<file path="src/rtl/pwm_seq_loader.sv">
`default_nettype none
// ============================================================================
// Module   : pwm_seq_loader
// Purpose  : Frame-stepped (A,B) count sequencer feeding the PWM generator.
//            Optional macro PWM_SEQ_LIVE_WRITE_EN allows table writes while busy.
// Revision : 1.0 - initial release
// ============================================================================
module pwm_seq_loader #(
    parameter int WIDTH = 7,
    parameter int AW    = 4,
    parameter int DEPTH = 16
) (
    input  logic             clkCore,
    input  logic             reset,
    input  logic             clkZ,
    input  logic             wr_valid,
    output logic             wr_ready,
    input  logic [AW-1:0]    wr_addr,
    input  logic [WIDTH-1:0] wr_a,
    input  logic [WIDTH-1:0] wr_b,
    input  logic [AW-1:0]    seq_last,
    input  logic             loop,
    input  logic             start,
    input  logic             stop,
    output logic [WIDTH-1:0] A_val,
    output logic [WIDTH-1:0] B_val,
    output logic             en,
    output logic             busy,
    output logic [AW-1:0]    idx,
    output logic             done
);

    localparam logic [1:0] S_IDLE = 2'd0;
    localparam logic [1:0] S_ARM  = 2'd1;
    localparam logic [1:0] S_RUN  = 2'd2;

    logic [1:0]         r_state;
    logic [1:0]         w_state_nxt;
    logic               r_z_meta;
    logic               r_z_sync;
    logic               r_z_prev;
    logic               w_frame_tick;
    logic               w_step;
    logic               w_at_last;
    logic               w_load;
    logic               w_finish;
    logic               w_wr_fire;
    logic               w_fwd;
    logic [AW-1:0]      w_nxt_idx;
    logic [2*WIDTH-1:0] r_table [DEPTH];
    logic [WIDTH-1:0]   r_nxt_a;
    logic [WIDTH-1:0]   r_nxt_b;
    logic [WIDTH-1:0]   r_a;
    logic [WIDTH-1:0]   r_b;
    logic [AW-1:0]      r_idx;
    logic [AW-1:0]      r_last;
    logic               r_loop;
    logic               r_done;

    // clkZ is asynchronous: two-flop synchronizer plus rising-edge detect
    always_ff @(posedge clkCore) begin
        if (!reset) begin
            r_z_meta <= 1'b0;
            r_z_sync <= 1'b0;
            r_z_prev <= 1'b0;
        end else begin
            r_z_meta <= clkZ;
            r_z_sync <= r_z_meta;
            r_z_prev <= r_z_sync;
        end
    end

    assign w_frame_tick = r_z_sync & ~r_z_prev;
    // any start/stop pulse in the tick cycle suppresses the table step
    assign w_step       = w_frame_tick & ~start & ~stop;
    assign w_at_last    = (r_idx == r_last);
    assign w_finish     = (r_state == S_RUN) & w_step & w_at_last & ~r_loop;
    assign w_load       = w_step & ((r_state == S_ARM) |
                                    ((r_state == S_RUN) & ~(w_at_last & ~r_loop)));
    assign w_nxt_idx    = ((r_state == S_RUN) && !w_at_last) ? r_idx + 1'b1 : '0;
    assign w_wr_fire    = wr_valid & wr_ready;

`ifdef PWM_SEQ_LIVE_WRITE_EN
    assign w_fwd = w_wr_fire & (wr_addr == w_nxt_idx);
`else
    assign w_fwd = 1'b0;
`endif

    // FSM state register
    always_ff @(posedge clkCore) begin
        if (!reset) begin
            r_state <= S_IDLE;
        end else begin
            r_state <= w_state_nxt;
        end
    end

    // FSM next-state logic
    always_comb begin
        w_state_nxt = r_state;
        case (r_state)
            S_IDLE: if (start && !stop) w_state_nxt = S_ARM;
            S_ARM: begin
                if (stop)        w_state_nxt = S_IDLE;
                else if (w_step) w_state_nxt = S_RUN;
            end
            S_RUN: begin
                if (stop)          w_state_nxt = S_IDLE;
                else if (w_finish) w_state_nxt = S_IDLE;
            end
            default: w_state_nxt = S_IDLE;
        endcase
    end

    // FSM outputs
    always_comb begin
        busy = (r_state != S_IDLE);
        en   = (r_state == S_RUN);
`ifdef PWM_SEQ_LIVE_WRITE_EN
        wr_ready = 1'b1;
`else
        wr_ready = (r_state == S_IDLE);
`endif
        A_val = r_a;
        B_val = r_b;
        idx   = r_idx;
        done  = r_done;
    end

    always_ff @(posedge clkCore) begin
        if (!reset) begin
            for (int i = 0; i < DEPTH; i++) begin
                r_table[i] <= '0;
            end
        end else if (w_wr_fire) begin
            r_table[wr_addr] <= {wr_a, wr_b};
        end
    end

    // Prefetch refreshes every cycle, so it follows idx one cycle after each update
    always_ff @(posedge clkCore) begin
        if (!reset) begin
            r_nxt_a <= '0;
            r_nxt_b <= '0;
        end else if (w_fwd) begin
            r_nxt_a <= wr_a;
            r_nxt_b <= wr_b;
        end else begin
            {r_nxt_a, r_nxt_b} <= r_table[w_nxt_idx];
        end
    end

    always_ff @(posedge clkCore) begin
        if (!reset) begin
            r_a    <= '0;
            r_b    <= '0;
            r_idx  <= '0;
            r_last <= '0;
            r_loop <= 1'b0;
            r_done <= 1'b0;
        end else begin
            r_done <= w_finish;
            if ((r_state == S_IDLE) && start && !stop) begin
                r_last <= seq_last;
                r_loop <= loop;
            end
            if (w_load) begin
                r_a   <= r_nxt_a;
                r_b   <= r_nxt_b;
                r_idx <= w_nxt_idx;
            end
        end
    end

endmodule
`default_nettype wire

</file>
<file path="config.mk">
export PLATFORM = sky130hd
export DESIGN_NAME = pwm_seq_loader
export DESIGN_NICKNAME = d
export VERILOG_FILES = /design/src/rtl/pwm_seq_loader.sv
export SDC_FILE = /design/constraint.sdc
export NUM_CORES = 1
export LEC_CHECK = 0
export ABC_AREA = 1
export BUFFER_PORTS_ARGS = -buffer_cell sky130_fd_sc_hd__buf_4
export CORE_UTILIZATION = 55
export CTS_CLUSTER_DIAMETER = 200
export DETAILED_ROUTE_END_ITERATION = 8
export GPL_ROUTABILITY_DRIVEN = 0
export HOLD_SLACK_MARGIN = 0.03
export PLACE_DENSITY = 0.72
export SLEW_MARGIN = 10
export SYNTH_ARGS = -nofsm -noshare
export SYNTH_HDL_FRONTEND = slang
export SYNTH_SLANG_ARGS = --single-unit
</file>
<file path="constraint.sdc">
create_clock -name clkCore -period 2.3 [get_ports clkCore]
set_input_delay 0.46 -clock clkCore [delete_from_list [all_inputs] [get_ports clkCore]]
set_output_delay 0.46 -clock clkCore [all_outputs]
set_load 0.02 [all_outputs]
</file>
# ---- Yosys cells after proc, flatten, opt, wreduce, memory -nomap -nowiden
# Memory sizes are Yosys's and may differ from the RTL's. A register that Yosys moved wholly into a read port is not among the register bits.
# Index checks and enable logic that the tools add are counted.
dict set report word_totals {
  latchBits 0
  romBits 0
  out_inout_bits 22
  in_bits 29
  register_bits 29
  memories 1
  ramBits 224
}
# name depth word_bits rd rd_clocked_by_memory_dff wr line_no
set memory_table {}
lappend memory_table {r_table 16 14 1 1 16 50} ;# logic [2*WIDTH-1:0] r_table [DEPTH];
dict set report classes {
  shift 0
  bitwise_logic 16
  eq_ne 6
  mux 14
  div 0
  n_addsub 1
  n_reduce_logical 11
  magnitude_cmp 0
  multipliers 0
}
# cell count
set ops {}
lappend ops {{$mux W14} 1}
lappend ops {{$reduce_or A14 Y1} 1}
lappend ops {{$and A1 B1 Y1} 10}
lappend ops {{$mux W2} 5}
lappend ops {{$mux W4} 2}
lappend ops {{$pmux W2 S3} 1}
lappend ops {{$mux W1} 5}
lappend ops {{$not A1 Y1} 5}
lappend ops {{$add A4 B1 Y4 const B} 1}
lappend ops {{$eq A4 B4 Y1} 1}
lappend ops {{$logic_and A1 B1 Y1} 4}
lappend ops {{$logic_not A1 Y1} 3}
lappend ops {{$ne A3 B2 Y1 const B} 1}
lappend ops {{$ne A3 B3 Y1 const B} 1}
lappend ops {{$reduce_and A3 Y1} 1}
lappend ops {{$eq A2 B1 Y1 const B} 1}
lappend ops {{$eq A2 B2 Y1 const B} 1}
lappend ops {{$logic_not A2 Y1} 1}
lappend ops {{$ne A2 B1 Y1 const B} 1}
lappend ops {{$reduce_bool A2 Y1} 1}
lappend ops {{$or A1 B1 Y1} 1}

# ---- Longest topological paths before layout
dict set report logic_depth {
  ltp_word 10
  depth_mapped 14
}

# ---- Least setup slack after synthesis
# Ideal clock, no wire load.
dict set report synth_path {
  path_type {register -> register}
  startpoint {reg r_state[1]}
  endpoint {mem r_table[10][0] (netlist name) (enable)}
  t_arrival_ns 1.827
  path_slack_ns 0.112
  stages_incl_launch_ff 7
  setup_ns 0.361
  path_cell_list {dfxtp_1 > nor2_1 > nand3_1 > nor2_1 > nand2_1 > clkbuf_1 > nand2_1}
}
# element line_no
set synth_lines {}
lappend synth_lines {{start: declaration} 37} ;# logic [1:0] r_state;
lappend synth_lines {{start signal: assignment} 94} ;# r_state <= w_state_nxt;
lappend synth_lines {{end: declaration} 50}

# ---- Final worst setup path
dict set report layout_path {
  startpoint {reg r_idx[2] (netlist: idx[2])}
  endpoint {reg r_nxt_a[3] (read register of r_table)}
}
dict set report layout_via {
  elab_chain_len 4
  word_cells_on_any_way 5
  classes_between {add/sub (1); eq/ne (1); mux (1); reduce/logical (2)}
}
# element line_no
set layout_lines {}
lappend layout_lines {{start: declaration} 55} ;# logic [AW-1:0] r_idx;
lappend layout_lines {{start signal: assignment} 170} ;# r_idx <= w_nxt_idx;
lappend layout_lines {{branches (longest 3 deep; another with $add A4 B1 Y4)} --}
lappend layout_lines {{$mux W4 (*)} 80} ;# assign w_nxt_idx = ((r_state == S_RUN) && !w_at_last) ? r_idx + 1'b1 : '0;
lappend layout_lines {{end: declaration} 51} ;# logic [WIDTH-1:0] r_nxt_a;
# Every way passes the cells marked *.
# A chain may end at the register's enable or synchronous reset.

==> results.sh <==
export IMPL_slowest_stage="dfxtp_1"
export IMPL_cts_sinks=267
export IMPL_min_path_type="in2reg"
export IMPL_drtIter0Drc=1301
export IMPL_critPathMaxStageDelay_ns=0.40
export IMPL_diodes=0
export IMPL_die_w_um=153
export IMPL_place_hpwl_um=21900
export IMPL_critical_path_class="reg2reg"
export IMPL_mappedNetlistArea_um2=12500
export IMPL_syn_area_per_cell_um2=8.87
export IMPL_setup_viol=0
export IMPL_vias=10300
export IMPL_drcViolationCount=0
export IMPL_yosysWarnings=0
export IMPL_vias_per_cell=5.83
export IMPL_p_int_mw=8.11
export IMPL_grt_max_degree=73
export IMPL_critPathRequiredTime_ns=2.73
export IMPL_fp_row_count=54
export IMPL_cp_arrival_ns=2.60
export IMPL_h_tree_depth=1
export IMPL_leakagePower_nw=6.40
export IMPL_antenna_found_initial=0
export IMPL_seqPwrFrac=0.519
export IMPL_rrSetupSlack_ns=0.13
export IMPL_max_slew_margin=0.486
export IMPL_fin_skew_ns=0.0155
export IMPL_pwr_density_cell_nw_per_um2=728
export IMPL_cp_startpoint="idx[2]"
export IMPL_setup_ws_ns=0.133
export IMPL_crit_end="r_nxt_a[3]"
export IMPL_power_switching_mw=2.41
export IMPL_fin_crit_ns=2.17
export IMPL_synth_cell_type_count=28
export IMPL_max_freq_mhz=461
export IMPL_tritoncts="yes"
export IMPL_swShare=0.229
export IMPL_port_buffers=50
export IMPL_synthTopCellsByArea="edfxtp_1 (54%), nor2_1 (11%), dfxtp_1 (6.9%)"
export IMPL_area_growth_pct=15.3
export IMPL_overflow=0
export IMPL_cp_end_kind="register"
export IMPL_worstPathMaxFanout=34
export IMPL_max_vdd_ir_drop_mv=0.535
export IMPL_clk_latency_ns=0.55
export IMPL_syn_inst=1413
export IMPL_r2r_cells=13
export IMPL_drive_gt1_frac=0.120
export IMPL_dieArea_um2=23400
export IMPL_ios=51
export IMPL_tightest_slew_ns=0.771
export IMPL_synth_top_area_cell="edfxtp_1"
export IMPL_worst_path_stages=13
export IMPL_cpLargestDelayFamily="simple AND/OR/NAND/NOR gates"
export IMPL_ctsHoldBuffers=0
export IMPL_cp_start_kind="register"
export IMPL_root_buffer="clkbuf_16"
export IMPL_rr_endpoint="r_nxt_a[3]"
export IMPL_grt_pass1_wl_um=53800
export IMPL_post_place_ws_ns=0.0575
export IMPL_comb_power_share=0.063
export IMPL_drv_cap=0
export IMPL_worstReg2RegStart="idx[2]"
export IMPL_synth_seq_cells=267
export IMPL_drv_slew=0
export IMPL_grt_pass1_vias=9333
export IMPL_status="finished clean"
export IMPL_dr_pass1_iters=6
export IMPL_cts_buffers=28
export IMPL_wl_per_cell_um=19.9
export IMPL_period_share=0.942
export IMPL_num_fill_cells=1776
export IMPL_hold_viol=0
export IMPL_crit_top_cell="nand2_1"
export IMPL_crit_chain="inv_2, nand2_1, nand2_1, nor2_1, nand2_4, nand3_4, buf_12, buf_12, nor2_1, nand2_1, nand3_1, nand3_1, a21oi_1"
export IMPL_start_util=0.567
export IMPL_ys_seq_area_frac=0.606
export IMPL_nNetsFinal=1496
export IMPL_rsz0062_at_grt="no"
export IMPL_yosys_area_top_type_share=0.537
export IMPL_clock_power_share=0.418
export IMPL_cts_reportedPaths_clkPinSlew_ns=0.06
export IMPL_clock_path_buffers=3
export IMPL_setup_tns_ns=0
export IMPL_cp_num_buf_inv=3
export IMPL_synth_net_count=1443
export IMPL_drt_wl_total_um=35100
export IMPL_coreArea_um2=22100
export IMPL_final_antenna_net_count=0
export IMPL_die_h_um=153
export IMPL_gr_usage_all_layers=0.302
-- sequential cells by signal (all words and copies together), names as in the netlist --
register,cells
r_last,4
r_state,2
r_z_meta,1
r_nxt_a,7
A_val,7
done,1
B_val,7
idx,4
r_z_prev,1
r_loop,1
r_table,224
r_nxt_b,7
r_z_sync,1
-- cells in the final DEF (no fill, tap or decap), types with 2 or more instances in the layout --
cell type,synthesis,final
clkinvlp_4,0,2
nand3_1,153,152
nand4_1,98,98
clkbuf_1,68,9
dfxtp_1,43,42
inv_4,0,2
buf_12,0,11
inv_1,190,190
nor2_1,378,378
a21oi_1,23,23
o21ai_1,14,14
bufinv_16,0,2
o21ai_0,21,21
nand2_1,148,147
clkinv_2,0,6
buf_4,4,114
clkinv_1,1,4
clkbuf_16,0,30
a211oi_1,2,2
edfxtp_1,224,224
-- worst min path at each step --
stage / endpoint / start / cells after the start / slack [ns]
after global routing: r_z_meta / clkZ / 3 / 0.13
after global placement: r_z_sync / r_z_meta / 2 / 0.40
after detailed placement: r_z_sync / r_z_meta / 2 / 0.40
after floorplan: r_z_sync / r_z_meta / 2 / 0.39
final: r_z_meta / clkZ / 3 / 0.11
after CTS: r_z_meta / clkZ / 3 / 0.09
-- cell usage after synthesis, drive strengths merged --
cell type / n
o21ai: 35
nor3b: 1
nor4: 1
or2: 1
a21oi: 24
clkbuf: 68
ha: 1
o21bai: 1
dfxtp: 43
inv: 193
nand3: 154
xor2: 1
edfxtp: 224
nand2: 149
a211oi: 2
nor2: 380
nand4: 98
buf: 36
clkinv: 1
-- final cells by class --
| class | instances | area, um2 | area share |
|---|---|---|---|
| clock buffer | 38 | 759 | 0.0526 |
| inverter | 194 | 733 | 0.0508 |
| timing repair buffer | 127 | 1110 | 0.0770 |
| clock inverter | 14 | 125 | 0.00867 |
| tap | 280 | 350 | 0.0243 |
| sequential | 267 | 7590 | 0.526 |
| multi-input combinational | 848 | 3770 | 0.261 |
-- power groups by stage --
stage	Sequential (mW)	Clock (mW)	Combinational (mW)
3_3_place_gp	5.55	0	0.643
6_report	5.45	4.40	0.667
3_5_place_dp	5.55	0	0.650
2_1_floorplan	5.54	0	0.366
5_1_grt	5.46	4.62	0.714
4_1_cts	5.45	4.41	0.652
-- tightest hold or removal path, cell delays in order --
cell and delay [ns]:
buf_4 0.08, nand2_1 0.04, inv_1 0.04
-- per-stage QoR --
step           power (mW)  hold WS (ns)   util  area, um2  cells
3_3_place_gp         6.19         0.404  0.609      13500   1710
5_1_grt              10.8         0.132  0.654      14400   1768
6_report             10.5         0.106  0.654      14400   1768
3_5_place_dp         6.20         0.401  0.609      13500   1710
4_1_cts              10.5        0.0942  0.649      14300   1762
2_1_floorplan        5.90         0.390      -      12500   1413
-- timing repair --
item | CTS | global route
resized for setup | 0 | 4
buffers inserted | 0 | 5
endpoints found under the setup margin | 0 | 15
endpoints found under the hold margin | 0 | 0
-- per-layer routing --
layer  up-vias  part of all wire  global-route usage
li1       4737                 -                   -
met1      4829              0.40               0.431
met2       644              0.46               0.468
met3        99              0.11              0.0491
met4         0             0.033               0.107
met5         -                 0                   0
-- cell families after synthesis --
group / synth area share
AOI/OAI and AO/OA: 0.0257
buffers and inverters: 0.0954
adders and majority gates: 0.000999
xor gates and xnor gates: 0.000699
and+or+nand+nor: 0.272
DFF: 0.606
Power figures use the tool's default switching activity.
